File: src/rtl/cmd_frame_parser_if.sv
// Byte-in / decoded-command-out bundle between the UART receiver, the frame
// parser and the flight-control consumer.
interface cmd_frame_parser_if;
   logic        rx_valid;
   logic [7:0]  rx_data;
   logic [7:0]  action;
   logic [15:0] param0;
   logic [15:0] param1;
   logic        frame_valid;
   logic        chk_err;
   logic        frame_err;
   logic        link_ok;

   modport master (
      output rx_valid, rx_data,
      input  action, param0, param1, frame_valid, chk_err, frame_err, link_ok
   );

   modport slave (
      input  rx_valid, rx_data,
      output action, param0, param1, frame_valid, chk_err, frame_err, link_ok
   );
endinterface

File: src/rtl/cmd_frame_parser.sv
// Decodes AA 55 CMD LEN payload CHK frames into action/param latches and
// supervises byte and link timing. rst_n is asynchronous and active-high.
module cmd_frame_parser #(
   parameter int unsigned MAX_LEN          = 4,
   parameter int unsigned BYTE_TIMEOUT_CYC = 50000,
   parameter int unsigned LINK_TIMEOUT_CYC = 25000000,
   parameter logic [7:0]  FAILSAFE_ACTION  = 8'h02
) (
   input logic               clk,
   input logic               rst_n,
   cmd_frame_parser_if.slave bus
);
   localparam int unsigned BW = $clog2(BYTE_TIMEOUT_CYC + 1);
   localparam int unsigned LW = $clog2(LINK_TIMEOUT_CYC + 1);

   // state   | meaning
   // HDR0    | hunting for 0xAA
   // HDR1    | got 0xAA, expecting 0x55
   // CMD     | next byte is the command code
   // LEN     | next byte is the payload length
   // PAYLOAD | collecting payload bytes into the shadow buffer
   // CHK     | next byte is the checksum
   typedef enum logic [2:0] {
      S_HDR0, S_HDR1, S_CMD, S_LEN, S_PAYLOAD, S_CHK
   } state_t;

   state_t        state;
   logic [7:0]    cmd_q;
   logic [7:0]    len_q;
   logic [7:0]    cnt_q;
   logic [7:0]    sum_q;
   logic [31:0]   shadow;
   logic [BW-1:0] byte_tmr;
   logic [LW-1:0] link_tmr;
   logic          commit;
   logic          byte_to;

   assign commit  = (state == S_CHK) && bus.rx_valid && (bus.rx_data == sum_q);
   assign byte_to = (state != S_HDR0) && !bus.rx_valid &&
                    (byte_tmr == BW'(BYTE_TIMEOUT_CYC - 1));

   always_ff @(posedge clk or posedge rst_n) begin
      if (rst_n) begin
         state           <= S_HDR0;
         cmd_q           <= '0;
         len_q           <= '0;
         cnt_q           <= '0;
         sum_q           <= '0;
         shadow          <= '0;
         byte_tmr        <= '0;
         link_tmr        <= '0;
         bus.action      <= '0;
         bus.param0      <= '0;
         bus.param1      <= '0;
         bus.frame_valid <= 1'b0;
         bus.chk_err     <= 1'b0;
         bus.frame_err   <= 1'b0;
         bus.link_ok     <= 1'b0;
      end else begin
         bus.frame_valid <= 1'b0;
         bus.chk_err     <= 1'b0;
         bus.frame_err   <= 1'b0;

         if (state == S_HDR0 || bus.rx_valid || byte_to) begin
            byte_tmr <= '0;
         end else begin
            byte_tmr <= byte_tmr + 1'b1;
         end

         if (bus.rx_valid) begin
            unique case (state)
               S_HDR0: begin
                  if (bus.rx_data == 8'hAA) state <= S_HDR1;
               end
               S_HDR1: begin
                  if (bus.rx_data == 8'h55)      state <= S_CMD;
                  else if (bus.rx_data != 8'hAA) state <= S_HDR0;
               end
               S_CMD: begin
                  cmd_q  <= bus.rx_data;
                  sum_q  <= bus.rx_data;
                  shadow <= '0;
                  state  <= S_LEN;
               end
               S_LEN: begin
                  len_q <= bus.rx_data;
                  sum_q <= sum_q + bus.rx_data;
                  cnt_q <= '0;
                  if (bus.rx_data > 8'(MAX_LEN)) begin
                     bus.frame_err <= 1'b1;
                     state         <= S_HDR0;
                  end else if (bus.rx_data == 8'd0) begin
                     state <= S_CHK;
                  end else begin
                     state <= S_PAYLOAD;
                  end
               end
               S_PAYLOAD: begin
                  shadow[{cnt_q[1:0], 3'b000} +: 8] <= bus.rx_data;
                  sum_q <= sum_q + bus.rx_data;
                  cnt_q <= cnt_q + 8'd1;
                  if (cnt_q + 8'd1 == len_q) state <= S_CHK;
               end
               S_CHK: begin
                  if (!commit) bus.chk_err <= 1'b1;
                  state <= S_HDR0;
               end
               default: state <= S_HDR0;
            endcase
         end else if (byte_to) begin
            bus.frame_err <= 1'b1;
            state         <= S_HDR0;
         end

         // A commit in the expiry cycle takes priority over the failsafe.
         if (commit) begin
            link_tmr        <= '0;
            bus.link_ok     <= 1'b1;
            bus.frame_valid <= 1'b1;
            bus.action      <= cmd_q;
            bus.param0      <= {shadow[7:0], shadow[15:8]};
            bus.param1      <= {shadow[23:16], shadow[31:24]};
         end else if (link_tmr == LW'(LINK_TIMEOUT_CYC - 1)) begin
            link_tmr    <= LW'(LINK_TIMEOUT_CYC);
            bus.link_ok <= 1'b0;
            bus.action  <= FAILSAFE_ACTION;
            bus.param0  <= '0;
            bus.param1  <= '0;
         end else if (link_tmr != LW'(LINK_TIMEOUT_CYC)) begin
            link_tmr <= link_tmr + 1'b1;
         end
      end
   end
endmodule

File: src/flat_wrapper.sv
// flat-port wrapper written by rule: the top's interface ports become plain ports
module cmd_frame_parser_flat 
#(
   parameter int unsigned MAX_LEN          = 4,
   parameter int unsigned BYTE_TIMEOUT_CYC = 50000,
   parameter int unsigned LINK_TIMEOUT_CYC = 25000000,
   parameter logic [7:0]  FAILSAFE_ACTION  = 8'h02
)
  (clk, rst_n, bus_rx_valid, bus_rx_data, bus_action, bus_param0, bus_param1, bus_frame_valid, bus_chk_err, bus_frame_err, bus_link_ok);
  cmd_frame_parser_if bus_i ();
  input logic clk;
  input logic rst_n;
  input wire logic [$bits(bus_i.rx_valid)-1:0] bus_rx_valid;
  input wire logic [$bits(bus_i.rx_data)-1:0] bus_rx_data;
  output wire logic [$bits(bus_i.action)-1:0] bus_action;
  output wire logic [$bits(bus_i.param0)-1:0] bus_param0;
  output wire logic [$bits(bus_i.param1)-1:0] bus_param1;
  output wire logic [$bits(bus_i.frame_valid)-1:0] bus_frame_valid;
  output wire logic [$bits(bus_i.chk_err)-1:0] bus_chk_err;
  output wire logic [$bits(bus_i.frame_err)-1:0] bus_frame_err;
  output wire logic [$bits(bus_i.link_ok)-1:0] bus_link_ok;
  assign bus_i.rx_valid = bus_rx_valid;
  assign bus_i.rx_data = bus_rx_data;
  assign bus_action = bus_i.action;
  assign bus_param0 = bus_i.param0;
  assign bus_param1 = bus_i.param1;
  assign bus_frame_valid = bus_i.frame_valid;
  assign bus_chk_err = bus_i.chk_err;
  assign bus_frame_err = bus_i.frame_err;
  assign bus_link_ok = bus_i.link_ok;
  cmd_frame_parser #(.MAX_LEN(MAX_LEN), .BYTE_TIMEOUT_CYC(BYTE_TIMEOUT_CYC), .LINK_TIMEOUT_CYC(LINK_TIMEOUT_CYC), .FAILSAFE_ACTION(FAILSAFE_ACTION)) u_core (.clk(clk), .rst_n(rst_n), .bus(bus_i));
endmodule
File: config.mk
export PLATFORM = sky130hd
export DESIGN_NAME = cmd_frame_parser_flat
export DESIGN_NICKNAME = d
export VERILOG_FILES = /design/src/rtl/cmd_frame_parser_if.sv /design/src/rtl/cmd_frame_parser.sv /design/src/flat_wrapper.sv
export SDC_FILE = /design/constraint.sdc
export NUM_CORES = 1
export LEC_CHECK = 0
export ABC_AREA = 1
export BUFFER_PORTS_ARGS = -buffer_cell sky130_fd_sc_hd__buf_4
export CORE_MARGIN = 2
export CORE_UTILIZATION = 50
export DETAILED_ROUTE_END_ITERATION = 8
export GPL_TIMING_DRIVEN = 0
export PLACE_DENSITY = 0.64
export SYNTH_ARGS = -nofsm -noshare
export SYNTH_HDL_FRONTEND = slang
export SYNTH_SLANG_ARGS = --single-unit
File: constraint.sdc
create_clock -name clk -period 8.5 [get_ports clk]
set_input_delay 1.7 -clock clk [delete_from_list [all_inputs] [get_ports clk]]
set_output_delay 1.7 -clock clk [all_outputs]
set_load 0.02 [all_outputs]
Yosys cells after proc, flatten, opt, wreduce, memory -nomap -nowiden
Cells that the tools add are included.

operators by class
  $add $sub $neg = 5
  equal/unequal tests = 16
  reductions and logical operators = 23
  mux-type cells = 32
  shifts and indexed selects = 2
  $lt $le $gt $ge = 1

operators by type and width
  operator                                                                          count
  25-bit two-way mux                                                                3
  16-bit two-way mux                                                                4
  32-bit one-hot mux with 2 select lines                                            1
  32-bit bitwise mux                                                                1
  8-bit one-hot mux with 2 select lines                                             2
  8-bit by 7-bit variable shift with 32-bit output (first input constant)           1
  8-bit by 7-bit variable part select with 32-bit output                            1
  25-bit by 1-bit adder with 25-bit output (second input constant)                  1
  25-bit equality test (second input constant)                                      1
  25-bit != test (second input constant)                                            1
  3-bit two-way mux                                                                 7
  16-bit by 1-bit adder with 16-bit output (second input constant)                  1
  16-bit equality test (second input constant)                                      1
  8-bit equality test                                                               2
  8-bit two-way mux                                                                 2
  3-bit one-hot mux with 5 select lines                                             1
  1-bit two-way mux                                                                 11
  2-bit AND reduction                                                               5
  2-bit nonzero test                                                                5
  8-bit by 1-bit adder with 8-bit output (second input constant)                    1
  8-bit adder                                                                       1
  8-bit by 7-bit equality test with 1-bit output (second input constant)            1
  8-bit equality test (second input constant)                                       1
  8-bit by 3-bit greater-than comparator with 1-bit output (second input constant)  1
  16 further kinds                                                                  23

word-level totals
  register bits = 152
  output and inout port bits = 44

Longest topological paths before layout
Gate-level depths: netlist of run 1.

  depth in word-level cells = 6
  mapped depth = 14

Least setup slack after synthesis of run 1
Ideal clock, no wire load.

  path type = input -> register
  from = in bus_rx_data[6]
  to = reg u_core.link_tmr[11]
  setup slack = 5.324 ns
  arrival time = 3.055 ns
  cell stages on the path = 9
  path buffers = 2
  setup time = 0.121 ns
  required time = 8.379 ns
  cells stage by stage = ha_1 nor2_1 nand2_1 nor4_1 nand3_1 inv_1 buf_2 buf_2 nor2_1

between the ends
  longest elaborated chain between the ends = 3

RTL lines
  element                                                                    RTL line                 RTL
  from (decl)                                                                flat_wrapper.sv:14       input wire logic [$bits(bus_i.rx_data)-1:0] bus_rx_data;
  8-bit equality test *                                                      cmd_frame_parser.sv:38   assign commit = (state == S_CHK) && bus.rx_valid && (bus.rx_data == sum_q);
  1-bit logical AND *                                                        cmd_frame_parser.sv:38
  via u_core.commit                                                          cmd_frame_parser.sv:35   logic commit;
  3-bit nonzero test (no source line) or 25-bit two-way mux (tied branches)  --
  to (signal assigned)                                                       cmd_frame_parser.sv:124  link_tmr <= LW'(LINK_TIMEOUT_CYC);
  to (signal assigned)                                                       cmd_frame_parser.sv:130  link_tmr <= link_tmr + 1'b1;
  to (decl)                                                                  cmd_frame_parser.sv:34   logic [LW-1:0] link_tmr;

Mark *: on every way through the listed nets, which the timed path passes. The rest lies on a longest branch.
A chain may end at the register's enable or synchronous reset.

Final worst setup path of run 1
  from = in bus_rx_data[3]
  to = reg u_core.bus.chk_err

between the ends
  longest elaborated chain between the ends = 5

RTL lines
  element               RTL line                   RTL
  8-bit equality test   cmd_frame_parser.sv:38
  1-bit logical AND     cmd_frame_parser.sv:38
  1-bit two-way mux     cmd_frame_parser.sv:105    if (!commit) bus.chk_err <= 1'b1;
  1-bit two-way mux     cmd_frame_parser.sv:71     unique case (state)
  1-bit two-way mux     cmd_frame_parser.sv:70     if (bus.rx_valid) begin
  to (signal assigned)  cmd_frame_parser.sv:56     bus.chk_err <= 1'b0;
  to (signal assigned)  cmd_frame_parser.sv:61     bus.chk_err <= 1'b0;
  to (signal assigned)  cmd_frame_parser.sv:105
  to (decl)             cmd_frame_parser_if.sv:21  output action, param0, param1, frame_valid, chk_err, frame_err, link_ok

Every way passes these cells.

==> run_results.csv, run 1 <==
group,metric,value,unit
place,dpl_cell_area,8270,um2
final_layout,layoutNonFillerInstCount,1180,
setup_path,cp_max_fo,10,
route,via_per_inst,5.39,
pwr,comb_power_share,0.238,
setup_path,worst_ep_required_time,8770,ps
final_layout,fin_nets,1007,
clock_network,cts_tree,"yes",
floorplan,start_util,0.506,
final_layout,final_cell_mix,"nand2_1, dfrtp_1, inv_1",
pwr,p_int,0.00153,W
final_layout,finish.utilization,0.592,
pwr,clkPwrFrac,0.357,
clock_network,ctsHoldBuffers,0,
global_routing,grt_pass1_vias,6092,
place,place_inst,1150,
final_layout,areaGrowthSynthToFinish,17.0,%
setup_path,crit_family,"simple AND/OR/NAND/NOR gates",
sta,setup_viol,0,
floorplan,rows,45,
logic_synthesis,syn_nets,934,
flow_run,cap_violations,0,
logic_synthesis,synth-seq-area-share,0.500,
setup_path,cpMaxStageDelayCell,"clkbuf_1",
logic_synthesis,ys_types,48,
setup_path,path_depth,9,
place,place.gp.congestion,0.904,
place,numPortBuffers,53,
pwr,peakVddDrop,0.161,mV
floorplan,coreArea,15000,um2
floorplan,fp.dieArea,16200,um2
min_path,hold_class,"reg -> reg",
pwr,switching_share,0.324,
sta,worst_pin_slew,683,ps
global_routing,track_usage,0.239,
logic_synthesis,synth_area_leaders,"dfrtp_1, nand2_1, nand3_1",
logic_synthesis,avgSynthCellArea,8.37,um2
clock_network,path_clk_slew,60,ps
global_routing,overflow,0,
clock_network,post_cts_buffers,0,
setup_path,arrival,3740,ps
final_layout,num-fill-cells,1340,
sta,drv_slew,0,
setup_path,end_kind,"flip-flop",
final_layout,drive_above_1_share,0.144,
route,drt-initial-drc-count,454,
clock_network,cts_inserted_buffers,17,
logic_synthesis,yosysTopAreaCellShare,0.500,
logic_synthesis,synth_top_area_cell,"dfrtp_1",
setup_path,worstSetupStartpointType,"input port",
setup_path,critPathMaxStageDelay,470,ps
sta,clock.fmax,288,MHz
global_routing,grt_pass1_wl,30.7,mm
global_routing,grt_max_degree,81,
sta,post-route-period-util,0.408,
sta,final_hold_viol_count,0,
route,wl,18.2,mm
logic_synthesis,syn_inst,908,
route,wl_per_cell,15.4,um
final_layout,multi_input_area,3260,um2
setup_path,path_buf_inv,3,
logic_synthesis,synth_edf_count,0,
setup_path,worstPathCellList,"buf_4 -> ha_1 -> nor2_1 -> nand2_1 -> nor4_1 -> nand3_1 -> inv_1 -> clkbuf_1 -> nor3_1",
logic_synthesis,syn_area,7600,um2
floorplan,fp.dieW,127,um
clock_network,clock_path_buffers,2,
sta,relSlewSlack,0.545,
floorplan,die_h,127,um
final_layout,layout_commonest_cell,"nand2_1",
sta,rsz0062_at_grt,"false",
clock_network,htreeDepth,4,
route,num_vias,6356,
sta,finClkSkew,7.46,ps
status,status,"finished clean",
final_layout,diodes,0,
logic_synthesis,ys_warn_count,0,
floorplan,io_pins,55,
clock_network,insertion_delay,430,ps
pwr,p_per_area,255,nW/um2
pwr,p_leak,4.38,nW
logic_synthesis,synth.ff_latch_count,152,
route,drtAntennaViolNets,0,
clock_network,clock_sinks,152,
pwr,power.total,0.00227,W
logic_synthesis,ys_async_sr_fraction,1.00,
setup_path,critical_path_class,"in -> reg",
clock_network,post_cts_resized,0,
route,drc,0,
final_layout,regArea,3800,um2
clock_network,cts_root_buffer,"clkbuf_16",
final_layout,design_area,8900,um2
place,dp_hpwl,13.0,mm
route,first_pass_iters,5,
sta,finalCriticalPeriod,3470,ps
setup_path,rr_worst_depth,8,
sta,fin_setup_tns,0,ps
pwr,switchingPower,0.000734,W
global_routing,antenna_found_initial,0,
logic_synthesis,ys.flop_type,"dfrtp_1",
pwr,pwr-share-seq,0.405,
min_path,hold_path_depth,1,
[worst register-to-register path: cells and delay by family, from the launching register on]
| kind | cells | cell delay (ps) |
|---|---|---|
| and+or+nand+nor | 5 | 900 |
| buffers and inverters | 2 | 620 |
| DFF | 1 | 390 |
| adders and majority gates | 1 | 350 |
[cell families after synthesis]
group,count (synthesis),share of synthesized area
and+or+nand+nor,467,0.290
adders and majority gates,15,0.0257
AOI/OAI and AO/OA,128,0.0986
buffers and inverters,133,0.0706
xor gates and xnor gates,13,0.0150
DFF,152,0.500
[per-layer routing]
metal,wire [um],global-route usage,up-vias,part of all wire
li1,-,-,3161,-
met1,8560,0.332,3063,0.47
met2,8660,0.382,118,0.48
met3,766,0.0578,14,0.042
met4,174,0.0549,0,0.0096
met5,0,0,-,0
[power by group through the flow]
stage	sequential [W]	clock, W	combinational, W
floorplan	0.000908	0	0.000428
global placement	0.000926	0	0.000525
detailed placement	0.000929	0	0.000538
CTS	0.000917	0.000825	0.000541
global route	0.000931	0.000857	0.000622
finish	0.000918	0.000810	0.000538
[path summary, 6_finish.rpt]
check	startpoint	end	slack (ps)
worst min-delay path	u_core.byte_tmr[0]	u_core.byte_tmr[0]	460
worst max-delay path	bus_rx_data[3]	u_core.bus.chk_err	5030
max in group asynchronous	rst_n	u_core.shadow[17]	6290
min in group asynchronous	rst_n	u_core.bus.param0[9]	1390
worst min register to register	u_core.byte_tmr[0]	u_core.byte_tmr[0]	460
worst max register to register	u_core.sum_q[6]	u_core.bus.chk_err	6100
[registers in the layout, summed over array words and instances (netlist names), 8 cells and up]
| register | flops |
|---|---|
| u_core.bus.action | 8 |
| u_core.bus.param1 | 16 |
| u_core.len_q | 8 |
| u_core.link_tmr | 25 |
| u_core.cmd_q | 8 |
| u_core.byte_tmr | 16 |
| u_core.cnt_q | 8 |
| u_core.bus.param0 | 16 |
| u_core.shadow | 32 |
| u_core.sum_q | 8 |
[per-stage QoR]
| stage | setup WS [ps] | hold slack (ps) |
|---|---|---|
| after floorplan | 2710 | 433 |
| after global placement | 839 | 455 |
| after detailed placement | 4570 | 459 |
| after CTS | 5010 | 472 |
| after global routing | 4860 | 483 |
| final | 5030 | 461 |
[synthesized netlist by cell type (8+ instances only)]
cell type,instances
nand2_1,204
dfrtp_1,152
inv_1,103
nand3_1,93
nor2_1,70
o21ai_0,68
a21oi_1,29
nand4_1,27
nor3_1,24
ha_1,14
buf_2,11
nor4_1,8
o31ai_1,8
xnor2_1,8
[layout make-up]
cell class                      count  area share
Tap cell                          188      0.0264
Inverter                          109      0.0466
Clock inverter                      7      0.0159
Sequential cell                   152       0.428
Multi-Input combinational cell    623       0.367
Buffer                             24      0.0143
Clock buffer                       23      0.0549
Timing Repair Buffer               54      0.0478
Note: power is estimated with default switching activity, not from simulation.
==> run 2, diff against run 1 <==
- PLACE_DENSITY: 0.64 -> 0.67
- clock period: 8.5 -> 2.95 ns (I/O delays scaled with it)
==> run_results.csv, run 2 (synthesized netlist as in run 1, its figures left out) <==
group,metric,value,unit
status,status,"finished clean",
global_routing,grt_max_degree,42,
final_layout,diodes,0,
clock_network,htreeDepth,4,
route,via_per_inst,5.32,
place,numPortBuffers,53,
route,drtAntennaViolNets,0,
route,wl,17.7,mm
floorplan,io_pins,55,
final_layout,final_cell_mix,"nand2_1, dfrtp_1, inv_1",
route,num_vias,6301,
clock_network,insertion_delay,420,ps
pwr,switching_share,0.337,
setup_path,arrival,2730,ps
pwr,p_int,0.00414,W
setup_path,worst_ep_required_time,3310,ps
clock_network,post_cts_buffers,0,
route,wl_per_cell,15.0,um
pwr,comb_power_share,0.250,
final_layout,drive_above_1_share,0.147,
setup_path,cpMaxStageDelayCell,"clkbuf_1",
clock_network,cts_inserted_buffers,17,
setup_path,rr_worst_depth,9,
sta,worst_pin_slew,623,ps
setup_path,crit_top_cell,"nand2_1",
floorplan,rows,45,
route,drc,0,
sta,drv_slew,0,
setup_path,crit_start,"u_core.sum_q[4]",
global_routing,grt_pass1_wl,29.8,mm
clock_network,path_clk_slew,60,ps
setup_path,critical_path_class,"reg -> reg",
sta,post-route-period-util,0.802,
final_layout,largest_register_ff_count,32,
clock_network,cts_tree,"yes",
pwr,pwr-share-seq,0.423,
global_routing,grt_pass1_vias,5977,
clock_network,post_cts_resized,0,
floorplan,fp.dieW,127,um
setup_path,critPathMaxStageDelay,500,ps
sta,finClkSkew,6.06,ps
floorplan,coreArea,15000,um2
pwr,switchingPower,0.00211,W
setup_path,r2r_start,"u_core.sum_q[4]",
sta,setup_ws,584,ps
pwr,clkPwrFrac,0.328,
setup_path,cp_max_fo,10,
clock_network,cts_root_buffer,"clkbuf_16",
final_layout,layout_commonest_cell,"nand2_1",
setup_path,worstSetupStartpointType,"flip-flop",
clock_network,clock_sinks,152,
sta,setup_viol,0,
flow_run,cap_violations,0,
setup_path,ff2ff_setup_slack,580,ps
global_routing,antenna_found_initial,0,
pwr,peakVddDrop,0.429,mV
final_layout,top_regs,"u_core.shadow (32), u_core.link_tmr (25)",
place,pre_cts_slack,217,ps
global_routing,overflow,0,
sta,clock.fmax,423,MHz
sta,final_hold_viol_count,0,
final_layout,regMostFlops,"u_core.shadow",
clock_network,clock_path_buffers,2,
place,place.gp.congestion,0.899,
floorplan,start_util,0.506,
pwr,p_leak,4.36,nW
pwr,power.total,0.00625,W
final_layout,fin_nets,1010,
final_layout,areaGrowthSynthToFinish,16.7,%
sta,finalCriticalPeriod,2370,ps
sta,relSlewSlack,0.585,
sta,hold_ws,189,ps
global_routing,track_usage,0.234,
floorplan,fp.dieArea,16200,um2
pwr,p_per_area,705,nW/um2
route,drt-initial-drc-count,395,
sta,fin_setup_tns,0,ps
sta,rsz0062_at_grt,"false",
min_path,hold_class,"in -> async",
floorplan,die_h,127,um
setup_path,end_kind,"flip-flop",
place,dp_hpwl,12.9,mm
setup_path,worstPathCellList,"ha_1 -> nor2_1 -> nand2_1 -> nor4_1 -> nand3_1 -> inv_1 -> clkbuf_1 -> nand2_1 -> nand2_1",
route,first_pass_iters,5,
clock_network,ctsHoldBuffers,0,
run 2: layout make-up:
cell class | instances | area (um2)
multi-input combinational | 623 | 3260
buffer | 24 | 128
sequential | 152 | 3800
clock buffer | 23 | 478
fill | 1349 | 6160
inverter | 109 | 413
tap | 188 | 235
clock inverter | 8 | 72.6
timing repair buffer | 57 | 478
run 2: per-layer routing:
layer  up-vias  global-route usage  share of wire
met5         -                   0              0
met4         0              0.0659          0.013
met3        22              0.0473          0.052
met2       143               0.368           0.47
met1      2966               0.332           0.47
li1       3170                   -              -
run 2: per-stage QoR:
stage,util,cell area (um2),instances
floorplan,-,7600,908
global placement,0.548,8240,1149
detailed placement,0.553,8320,1153
CTS,0.590,8870,1184
global route,0.590,8870,1184
finish,0.590,8870,1184
run 2: worst max-delay path: cells and delay by family (launching register included):
| family | cells | cell delay (ps) |
|---|---|---|
| simple gates | 6 | 930 |
| buf+inv | 2 | 640 |
| flops | 1 | 380 |
| fa+ha+maj | 1 | 340 |
run 2: power by group through the flow:
stage | combinational (W) | sequential [W] | clock, W
floorplan | 0.00123 | 0.00262 | 0
global placement | 0.00151 | 0.00267 | 0
detailed placement | 0.00156 | 0.00267 | 0
CTS | 0.00157 | 0.00264 | 0.00208
global route | 0.00180 | 0.00268 | 0.00218
finish | 0.00156 | 0.00264 | 0.00205
run 2: path summary, 6_finish.rpt:
check / endpoint
worst max register to register: u_core.bus.action[3]
max in group asynchronous: u_core.shadow[13]
worst max-delay path: u_core.bus.action[3]
worst min register to register: u_core.byte_tmr[0]
worst min-delay path: u_core.byte_tmr[0]
min in group clk: u_core.byte_tmr[0]
